$ cat config.mk
export PLATFORM = sky130hd
export DESIGN_NAME = bcd_mod_counter
export DESIGN_NICKNAME = d
export VERILOG_FILES = /design/src/rtl/bcd_counter_pkg.sv /design/src/rtl/tick_prescaler.sv /design/src/rtl/bcd_mod_counter.sv
export SDC_FILE = /design/constraint.sdc
export NUM_CORES = 1
export LEC_CHECK = 0
export ABC_CLOCK_PERIOD_IN_PS = 2600
export CAP_MARGIN = 10
export CORE_ASPECT_RATIO = 0.7
export CORE_UTILIZATION = 25
export DETAILED_ROUTE_END_ITERATION = 8
export PLACE_DENSITY = 0.51
export SLEW_MARGIN = 20
export SYNTH_ARGS = -nofsm -noshare
export SYNTH_HDL_FRONTEND = slang
export SYNTH_SLANG_ARGS = --single-unit
$ cat constraint.sdc
create_clock -name CLK -period 2.6 [get_ports CLK]
set_input_delay 0.26 -clock CLK [delete_from_list [all_inputs] [get_ports CLK]]
set_output_delay 0.26 -clock CLK [all_outputs]
set_load 0.05 [all_outputs]
$ cat src/rtl/bcd_counter_pkg.sv
// Shared types and elaboration-time helpers for the BCD modulo counter.
// Values up to 8 BCD digits are handled in a fixed 32-bit container.
package bcd_counter_pkg;

    typedef logic [3:0] bcd_digit_t;

    localparam bcd_digit_t BCD_MAX = 4'd9;

    // Binary integer to packed BCD (digit 0 in bits [3:0]).
    // Used at elaboration to form the terminal count.
    function automatic logic [31:0] to_bcd(input int value);
        logic [31:0] bcd;
        int          v;
        bcd = '0;
        v   = value;
        for (int i = 0; i < 8; i++) begin
            bcd[i*4 +: 4] = 4'(v % 10);
            v             = v / 10;
        end
        return bcd;
    endfunction

    // True when every nibble of the vector is a legal BCD digit.
    function automatic logic bcd_valid(input logic [31:0] vec);
        logic ok;
        ok = 1'b1;
        for (int i = 0; i < 8; i++) begin
            if (vec[i*4 +: 4] > BCD_MAX) begin
                ok = 1'b0;
            end
        end
        return ok;
    endfunction

endpackage

$ cat src/rtl/tick_prescaler.sv
// Count-step prescaler: produces a one-cycle step enable every TICK_DIV
// enabled clock cycles. It is a clock enable, never a derived clock.
module tick_prescaler #(
    parameter int TICK_DIV = 50_000_000,
    parameter int PRE_W    = $clog2(TICK_DIV + 1)
) (
    input  logic CLK,
    input  logic RSTn,
    input  logic En,
    input  logic Clr,
    output logic Step
);

    localparam logic [PRE_W-1:0] LAST = PRE_W'(TICK_DIV - 1);

    logic [PRE_W-1:0] cnt_q, cnt_d;

    // Next phase and step strobe; the step fires on the last phase while enabled.
    always_comb begin
        cnt_d = cnt_q;
        Step  = 1'b0;
        if (Clr) begin
            cnt_d = '0;
        end else if (En) begin
            if (cnt_q == LAST) begin
                cnt_d = '0;
                Step  = 1'b1;
            end else begin
                cnt_d = cnt_q + 1'b1;
            end
        end
    end

    // Phase register with synchronous active-low reset.
    always_ff @(posedge CLK) begin
        if (!RSTn) begin
            cnt_q <= '0;
        end else begin
            cnt_q <= cnt_d;
        end
    end

endmodule

$ cat src/rtl/bcd_mod_counter.sv
// Parametrised multi-digit BCD modulo counter with tick prescaler,
// synchronous clear, validated parallel load and wrap pulse.
// Optional build macro COUNT_DOWN_EN adds a Dir input for down-counting.
module bcd_mod_counter
    import bcd_counter_pkg::*;
#(
    parameter int DIGITS   = 2,
    parameter int MODULUS  = 24,
    parameter int TICK_DIV = 50_000_000,
    parameter int PRE_W    = $clog2(TICK_DIV + 1)
) (
    input  logic                CLK,
    input  logic                RSTn,
    input  logic                En,
    input  logic                Clr,
    input  logic                Load,
`ifdef COUNT_DOWN_EN
    input  logic                Dir,
`endif
    input  logic [4*DIGITS-1:0] LoadVal,
    output logic [4*DIGITS-1:0] Result,
    output logic                Tick,
    output logic                Carry,
    output logic                LoadErr
);

    localparam int W = 4 * DIGITS;
    localparam logic [W-1:0] MAX_BCD = W'(to_bcd(MODULUS - 1));

    logic [W-1:0] result_q, result_d;
    logic         tick_q, tick_d;
    logic         carry_q, carry_d;
    logic         load_err_q, load_err_d;

    logic         load_ok;
    logic         step;

    // A load must be all-BCD and below the modulus; BCD order matches numeric order.
    assign load_ok = bcd_valid(32'(LoadVal)) && (LoadVal <= MAX_BCD);

    // Any Load (valid or not) discards a coinciding step, so the prescaler
    // is frozen during Load and restarted by Clr or an accepted Load.
    tick_prescaler #(
        .TICK_DIV (TICK_DIV),
        .PRE_W    (PRE_W)
    ) u_prescaler (
        .CLK  (CLK),
        .RSTn (RSTn),
        .En   (En & ~Load),
        .Clr  (Clr | (Load & load_ok)),
        .Step (step)
    );

    // Ripple digit chain: digit i moves when every lower digit is at its limit.
    logic [DIGITS-1:0] up_en;
    logic [W-1:0]      up_val;
    assign up_en[0] = 1'b1;

`ifdef COUNT_DOWN_EN
    logic [DIGITS-1:0] dn_en;
    logic [W-1:0]      dn_val;
    assign dn_en[0] = 1'b1;
`endif

    for (genvar gi = 0; gi < DIGITS; gi++) begin : g_digit
        bcd_digit_t cur;
        assign cur = result_q[gi*4 +: 4];

        assign up_val[gi*4 +: 4] = !up_en[gi]       ? cur :
                                   (cur == BCD_MAX) ? 4'd0 : cur + 4'd1;
        if (gi + 1 < DIGITS) begin : g_up_chain
            assign up_en[gi+1] = up_en[gi] & (cur == BCD_MAX);
        end

`ifdef COUNT_DOWN_EN
        assign dn_val[gi*4 +: 4] = !dn_en[gi]   ? cur :
                                   (cur == 4'd0) ? BCD_MAX : cur - 4'd1;
        if (gi + 1 < DIGITS) begin : g_dn_chain
            assign dn_en[gi+1] = dn_en[gi] & (cur == 4'd0);
        end
`endif
    end

    // Next count and pulses, priority Clr > Load > step.
    always_comb begin
        result_d   = result_q;
        tick_d     = 1'b0;
        carry_d    = 1'b0;
        load_err_d = 1'b0;
        if (Clr) begin
            result_d = '0;
        end else if (Load) begin
            if (load_ok) begin
                result_d = LoadVal;
            end else begin
                load_err_d = 1'b1;
            end
        end else if (step) begin
            tick_d = 1'b1;
`ifdef COUNT_DOWN_EN
            if (Dir) begin
                if (result_q == '0) begin
                    result_d = MAX_BCD;
                    carry_d  = 1'b1;
                end else begin
                    result_d = dn_val;
                end
            end else
`endif
            if (result_q == MAX_BCD) begin
                result_d = '0;
                carry_d  = 1'b1;
            end else begin
                result_d = up_val;
            end
        end
    end

    // Count and pulse registers with synchronous active-low reset.
    always_ff @(posedge CLK) begin
        if (!RSTn) begin
            result_q   <= '0;
            tick_q     <= 1'b0;
            carry_q    <= 1'b0;
            load_err_q <= 1'b0;
        end else begin
            result_q   <= result_d;
            tick_q     <= tick_d;
            carry_q    <= carry_d;
            load_err_q <= load_err_d;
        end
    end

    assign Result  = result_q;
    assign Tick    = tick_q;
    assign Carry   = carry_q;
    assign LoadErr = load_err_q;

endmodule

### Word level (Yosys, flattened, before mapping)

Index checks and enable logic that the tools add are counted.

* add/subtract/negate cells: 3
* $lt $le $gt $ge: 3
* eq/ne operators: 5
* muxes and demuxes: 16
* bitwise gates (word level): 6
* reductions and logical operators: 10

Operator list (count)
* 8-bit 2-to-1 mux: 4
* 26-bit by 1-bit adder with 26-bit output, second input constant: 1
* 26-bit equality test, second input constant: 1
* 26-bit 2-to-1 mux: 1
* 4-bit 2-to-1 mux: 3
* 4-bit by 1-bit adder with 4-bit output, second input constant: 2
* 4-bit equality test, second input constant: 2
* 8-bit by 6-bit equality test with 1-bit output, second input constant: 1
* 4-bit greater-than comparator, second input constant: 2
* 8-bit by 6-bit <= comparator with 1-bit output, second input constant: 1
* 1-bit 2-to-1 mux: 8
* 3-bit OR reduction: 2
* 2-bit OR reduction: 2
* 4-bit OR reduction: 1
* 1-bit NOT: 3
* 3-bit AND reduction: 1
* 3-bit nonzero test: 1
* 1-bit bitwise AND: 2
* 2-bit by 1-bit inequality test with 1-bit output, second input constant: 1
* 2-bit AND reduction: 1
* 2-bit nonzero test: 1
* 1-bit logical AND: 1
* 1-bit OR: 1

* register bits: 37
* input port bits: 13
* word-level logic and storage cells: 49

### Depth between registers and ports, before layout

* depth after elaboration: 9
* mapped depth: 7

### By module

A second synthesis with hierarchy kept.

* cell total of the unflattened synthesis: 238
* area, all modules: 2059.5 um^2

By module, submodules not included
* tick_prescaler: instances 1, cells each 152, area each 1310.0 um^2
* bcd_mod_counter: instances 1, cells each 86, area each 749.5 um^2

### Worst setup path after synthesis

No wires, ideal clock.

* kind: flip-flop to flip-flop
* start: reg result_q[5], in the netlist Result[5]
* end: reg result_q[7], in the netlist Result[7]
* setup time: 86 ps
* data arrival time: 2057 ps
* setup slack: 457 ps
* cell stages (with the launch flop): 7
* path buffers: 1
* clock period less this slack: 2143 ps
* path through: dfxtp_1 buf_2 or4b_4 nor4_4 or3_2 o211ai_2 a221oi_2

* word-level cells in the longest chain between the ends: 6

RTL lines
* start: declaration: RTL line bcd_mod_counter.sv:30 `logic [W-1:0] result_q, result_d;`
* start signal: assignment: RTL line bcd_mod_counter.sv:127 `result_q <= result_d;`
* 4-bit by 1-bit adder with 4-bit output / 4-bit equality test (equally long branches): RTL line bcd_mod_counter.sv:70 `(cur == BCD_MAX) ? 4'd0 : cur + 4'd1;`
* 4-bit 2-to-1 mux: RTL line bcd_mod_counter.sv:70
* 4-bit 2-to-1 mux: RTL line bcd_mod_counter.sv:69 `assign up_val[gi*4 +: 4] = !up_en[gi] ? cur :`
* 8-bit 2-to-1 mux: RTL line bcd_mod_counter.sv:110 `if (result_q == MAX_BCD) begin`
* 8-bit 2-to-1 mux: RTL line bcd_mod_counter.sv:98 `end else if (step) begin`
* 8-bit 2-to-1 mux: RTL line bcd_mod_counter.sv:92 `end else if (Load) begin`

Several ways; a longest one is shown, not always the timed one. The select of a mux whose other input is x is not followed.
A chain may end at the register's enable or synchronous reset.

### Worst setup path after layout

* start: reg u_prescaler.cnt_q[0]
* end: reg result_q[1], in the netlist Result[1]

* word-level cells in the longest chain between the ends: 6

RTL lines
* start: declaration: RTL line tick_prescaler.sv:16 `logic [PRE_W-1:0] cnt_q, cnt_d;`
* start signal: assignment: RTL line tick_prescaler.sv:39 `cnt_q <= cnt_d;`
* 26-bit equality test: RTL line tick_prescaler.sv:25 `if (cnt_q == LAST) begin`
* 1-bit 2-to-1 mux: RTL line tick_prescaler.sv:25
* 1-bit 2-to-1 mux: RTL line tick_prescaler.sv:24 `end else if (En) begin`
* 1-bit 2-to-1 mux: RTL line tick_prescaler.sv:22 `if (Clr) begin`
* 2-bit nonzero test (no source line)
* 2-bit AND reduction (no source line)

Every way passes these cells.

==> impl_results.html <==
<table>
<tr><th>Metric</th><th>Value</th></tr>
<tr><th colspan="2">Critical path</th></tr>
<tr><td>Last element of the critical path</td><td>Result[1]$_SDFFE_PP0P_</td></tr>
<tr><td>FF-to-FF setup slack</td><td>0.41 ns</td></tr>
<tr><td>Crit path largest cell delay</td><td>0.52 ns</td></tr>
<tr><td>Logic depth of the worst register-to-register path</td><td>6</td></tr>
<tr><td>Critical path endpoint category</td><td>flip-flop</td></tr>
<tr><td>Highest net fanout along the worst path</td><td>5</td></tr>
<tr><td>Critical path's slowest cell</td><td>sky130_fd_sc_hd__nor4_2</td></tr>
<tr><td>Stages on the worst setup path</td><td>6</td></tr>
<tr><td>R2R Path End</td><td>Result[1]$_SDFFE_PP0P_</td></tr>
<tr><td>WP data required</td><td>2.78 ns</td></tr>
<tr><td>Crit Path Category</td><td>reg -&gt; reg</td></tr>
<tr><td>Worst path buffer plus inverter count</td><td>0</td></tr>
<tr><td>Cells traversed along the worst timing path</td><td>ha_1, and3_1, nand4_2, nor4_2, o21ai_0, a221oi_1</td></tr>
<tr><td>Source of the critical timing path</td><td>u_prescaler.cnt_q[0]$_SDFFE_PP0P_</td></tr>
<tr><td>Element type at the critical path start</td><td>flip-flop</td></tr>
<tr><td>Data arrival time of the critical path</td><td>roughly 2.4 ns</td></tr>
<tr><td>Cell family with the largest share of critical-path delay</td><td>simple AND/OR/NAND/NOR gates</td></tr>
<tr><td>Beginning of the worst register-to-register path</td><td>u_prescaler.cnt_q[0]$_SDFFE_PP0P_</td></tr>
<tr><th colspan="2">Worst hold path</th></tr>
<tr><td>Path category of the worst min-delay check</td><td>reg -&gt; reg</td></tr>
<tr><th colspan="2">Detailed routing</th></tr>
<tr><td>Final Routed Wirelength</td><td>5031 microns</td></tr>
<tr><td>Drc violations</td><td>0</td></tr>
<tr><td>First-iteration detailed-routing DRC count</td><td>about 130</td></tr>
<tr><td>Vias after detailed routing</td><td>1822</td></tr>
<tr><td>Antenna viol nets, final</td><td>0</td></tr>
<tr><td>Final routed wire length divided by cell count</td><td>13.63 microns</td></tr>
<tr><td>Via density per instance</td><td>about 4.9</td></tr>
<tr><td>Total iterations of the first detailed-routing run</td><td>4</td></tr>
<tr><th colspan="2">STA</th></tr>
<tr><td>Number of hold-slack violations in the final timing report</td><td>0</td></tr>
<tr><td>Slew at the pin closest to its max-slew limit</td><td>0.5392 ns</td></tr>
<tr><td>WHS</td><td>0.5074 ns</td></tr>
<tr><td>Post-route clock period utilization</td><td>84.28%</td></tr>
<tr><td>Min Clock Period, post-route</td><td>around 2.2 ns</td></tr>
<tr><td>Final sum of negative setup slack</td><td>0 ns</td></tr>
<tr><td>Total of endpoints with negative setup slack in the final report</td><td>0</td></tr>
<tr><td>Worst rel slew slack</td><td>63.75%</td></tr>
<tr><td>Setup repair after global routing missed its margin</td><td>false</td></tr>
<tr><td>Final slew viol count</td><td>0</td></tr>
<tr><td>Setup Skew</td><td>~0.0044 ns</td></tr>
<tr><td>Highest achievable clock rate</td><td>456.3 MHz</td></tr>
<tr><th colspan="2">Global route</th></tr>
<tr><td>Grt ovf</td><td>0</td></tr>
<tr><td>Antenna violations before repair</td><td>0</td></tr>
<tr><td>Via count of the first global-routing pass</td><td>1748</td></tr>
<tr><td>Aggregate global-route resource usage</td><td>12.37%</td></tr>
<tr><td>Largest net degree at the start of global routing</td><td>24</td></tr>
<tr><td>Global-route wire length before repair</td><td>8556 microns</td></tr>
<tr><th colspan="2">Finish</th></tr>
<tr><td># fillers</td><td>811</td></tr>
<tr><td>Final Cell Area</td><td>2567 sq um</td></tr>
<tr><td>Non-filler cells in the finished layout</td><td>roughly 370</td></tr>
<tr><td>Share of layout cells above drive strength 1</td><td>11.94%</td></tr>
<tr><td>Area growth from synthesis to layout</td><td>24.59%</td></tr>
<tr><td>Ant. Diodes</td><td>0</td></tr>
<tr><td>Nets</td><td>282</td></tr>
<tr><th colspan="2">Logic synthesis</th></tr>
<tr><td>Post-Synthesis Net Count</td><td>255</td></tr>
<tr><td>Post-synth top cells</td><td>sky130_fd_sc_hd__dfxtp_1 (37), sky130_fd_sc_hd__nor2_1 (33), sky130_fd_sc_hd__nand2_1 (22)</td></tr>
<tr><td>Share of flip-flops with an asynchronous set or reset</td><td>0%</td></tr>
<tr><td>Synthesized area divided by synthesized cell count</td><td>8.551 sq um</td></tr>
<tr><td>Share of Yosys cell area claimed by the top area cell type</td><td>roughly 36%</td></tr>
<tr><td>Synthesis warning total</td><td>0</td></tr>
<tr><td>Count of distinct cell types in the synthesized netlist</td><td>59</td></tr>
<tr><td>Dominant cell type by area after synthesis</td><td>sky130_fd_sc_hd__dfxtp_1</td></tr>
<tr><td>Top post-synthesis cells by area</td><td>sky130_fd_sc_hd__dfxtp_1 (36%), sky130_fd_sc_hd__xnor2_1 (8.1%), sky130_fd_sc_hd__nor2_1 (6.0%), sky130_fd_sc_hd__nand2_1 (4.0%), sky130_fd_sc_hd__nor4_4 (3.1%)</td></tr>
<tr><td>Flip-flop and latch count after synthesis</td><td>37</td></tr>
<tr><td>Seq/Total Area, Yosys</td><td>a little over a third</td></tr>
<tr><td>Number of flops mapped to enable cells by yosys</td><td>0</td></tr>
<tr><td>Primary FF master, synth</td><td>sky130_fd_sc_hd__dfxtp_1</td></tr>
<tr><td>Cell count after synthesis</td><td>241</td></tr>
<tr><td>Cell area after synthesis</td><td>around 2000 sq um</td></tr>
<tr><td>Most frequent cell after synthesis</td><td>sky130_fd_sc_hd__dfxtp_1</td></tr>
<tr><th colspan="2">CTS</th></tr>
<tr><td>Root Buffer</td><td>sky130_fd_sc_hd__clkbuf_16</td></tr>
<tr><td>Clock-pin slew reported for the worst setup and hold paths after clock tree synthesis</td><td>approximately 0.050 ns</td></tr>
<tr><td>TritonCTS clock tree</td><td>built</td></tr>
<tr><td>Clock sink total</td><td>37</td></tr>
<tr><td>Maximum number of buffers from clock root to sink</td><td>2</td></tr>
<tr><td>Max H-tree Level</td><td>2</td></tr>
<tr><td>Inserted Clock Buffers</td><td>5</td></tr>
<tr><td>Clock latency at the later pin of the worst-skew pair</td><td>0.28 ns</td></tr>
<tr><td>Hold-fix buffer count after cts</td><td>0</td></tr>
<tr><td>Post-CTS repair timing setup buffer count</td><td>0</td></tr>
<tr><td>Count of instances resized after the clock tree is built</td><td>0</td></tr>
<tr><th colspan="2">Placement</th></tr>
<tr><td>Cell Count Post-Placement</td><td>362</td></tr>
<tr><td>Number of input and output port buffers inserted</td><td>23</td></tr>
<tr><td>Placed inst area</td><td>~2400 sq um</td></tr>
<tr><td>Final weighted congestion of routability-driven global placement</td><td>roughly 0.84</td></tr>
<tr><td>Total half-perimeter wirelength after legalization and detailed placement</td><td>3678 microns</td></tr>
<tr><th colspan="2">Die</th></tr>
<tr><td>Initial core utilization</td><td>25.96%</td></tr>
<tr><td>Number of placement rows</td><td>27</td></tr>
<tr><td>Number of top-level design ports</td><td>24</td></tr>
<tr><td>Placeable core region</td><td>slightly below 8000 sq um</td></tr>
<tr><td>Die height</td><td>~80 microns</td></tr>
<tr><td>Die ar.</td><td>between 8000 and 9000 sq um</td></tr>
<tr><td>Die span in x</td><td>between 100 and 150 microns</td></tr>
<tr><th colspan="2">Pwr</th></tr>
<tr><td>Pwr Total</td><td>around 1.3 mW</td></tr>
<tr><td>Pwr dens</td><td>489.9 nW/um^2</td></tr>
<tr><td>Peak ir drop on the vdd network</td><td>0.2521 mV</td></tr>
<tr><td>Leak pwr</td><td>0.8216 nW</td></tr>
<tr><th colspan="2">Status</th></tr>
<tr><td>Outcome</td><td>complete, no violations</td></tr>
<tr><th colspan="2">Job</th></tr>
<tr><td>Maxcap violations</td><td>0</td></tr>
</table>
==> layout by cell type (no fill, tap or decap), drive strengths merged, types with 4 or more instances in the layout <==
cell	n
a21oi	8
and3	5
buf	7
clkbuf	7
clkdlybuf4s50	23
dfxtp	37
inv	11
nand2	22
nand3	11
nand4	9
nor2	33
nor2b	5
nor3	9
nor4	8
o21ai	5
xnor2	19
xor2	4
==> report_power, final <==
group          internal [mW]  switching (mW)  total, mW  leakage [nW]
combinational         0.0394          0.0502     0.0897         0.453
sequential             0.569         0.00273      0.572         0.298
clock                  0.376           0.220      0.596        0.0700
total                  0.985           0.273       1.26         0.822
==> sequential cells by signal, summed over array words and instances, names as in the netlist <==
register,count
u_prescaler.cnt_q,26
Tick,1
LoadErr,1
Result,8
Carry,1
==> layout make-up <==
| cell class | instances | area, sq um | share of cell area [%] |
|---|---|---|---|
| clock buffers | 7 | 142.6 | 5.556 |
| multi-input cells | 183 | 1221 | 47.56 |
| well taps | 101 | 126.4 | 4.922 |
| flip-flops and latches | 37 | 740.7 | 28.85 |
| inverters | 11 | 41.29 | 1.608 |
| repair buffers | 30 | 295.3 | 11.50 |
==> worst min path at each step <==
| stage | start | end | slack, ns | cells past startpoint |
|---|---|---|---|---|
| floorplan | LoadVal[7] | LoadErr$_SDFF_PP0_ | 0.47 | 2 |
| global placement | u_prescaler.cnt_q[1]$_SDFFE_PP0P_ | u_prescaler.cnt_q[1]$_SDFFE_PP0P_ | 0.49 | 2 |
| detailed placement | u_prescaler.cnt_q[1]$_SDFFE_PP0P_ | u_prescaler.cnt_q[1]$_SDFFE_PP0P_ | 0.50 | 2 |
| CTS | u_prescaler.cnt_q[1]$_SDFFE_PP0P_ | u_prescaler.cnt_q[1]$_SDFFE_PP0P_ | 0.51 | 2 |
| global route | u_prescaler.cnt_q[1]$_SDFFE_PP0P_ | u_prescaler.cnt_q[1]$_SDFFE_PP0P_ | 0.53 | 2 |
| finish | u_prescaler.cnt_q[1]$_SDFFE_PP0P_ | u_prescaler.cnt_q[1]$_SDFFE_PP0P_ | 0.51 | 2 |
==> cells by family after synthesis <==
family | count (synthesis) | share of synthesized area, %
mux | 2 | 0.9715
simple gates | 117 | 33.03
compound gates | 40 | 14.88
buf+inv | 21 | 4.796
fa+ha+maj | 1 | 0.6071
xor+xnor | 23 | 9.775
flops | 37 | 35.94
==> worst min-delay path, cell delays in order, from the launching register on <==
cell and delay (ns):
sky130_fd_sc_hd__dfxtp_1 0.34, sky130_fd_sc_hd__nand2_1 0.07, sky130_fd_sc_hd__a21oi_1 0.05
==> per-layer routing <==
layer | global-route usage (%) | part of all wire [%] | wire length (microns)
met4 | 3.333 | 0.42 | 21
met1 | 18.86 | 55 | 2754
met5 | 0 | 0 | 0
met2 | 16.89 | 40 | 2025
met3 | 2.813 | 4.6 | 229
==> per-stage QoR <==
step | util, % | worst slack, ns
3_3_place_gp | 30.54 | 0.3695
4_1_cts | 32.34 | 0.4329
3_5_place_dp | 30.54 | 0.3154
6_report | 32.34 | 0.4087
5_1_grt | 32.34 | 0.1460
2_1_floorplan | - | 0.4568
Power figures use the tool's default switching activity.
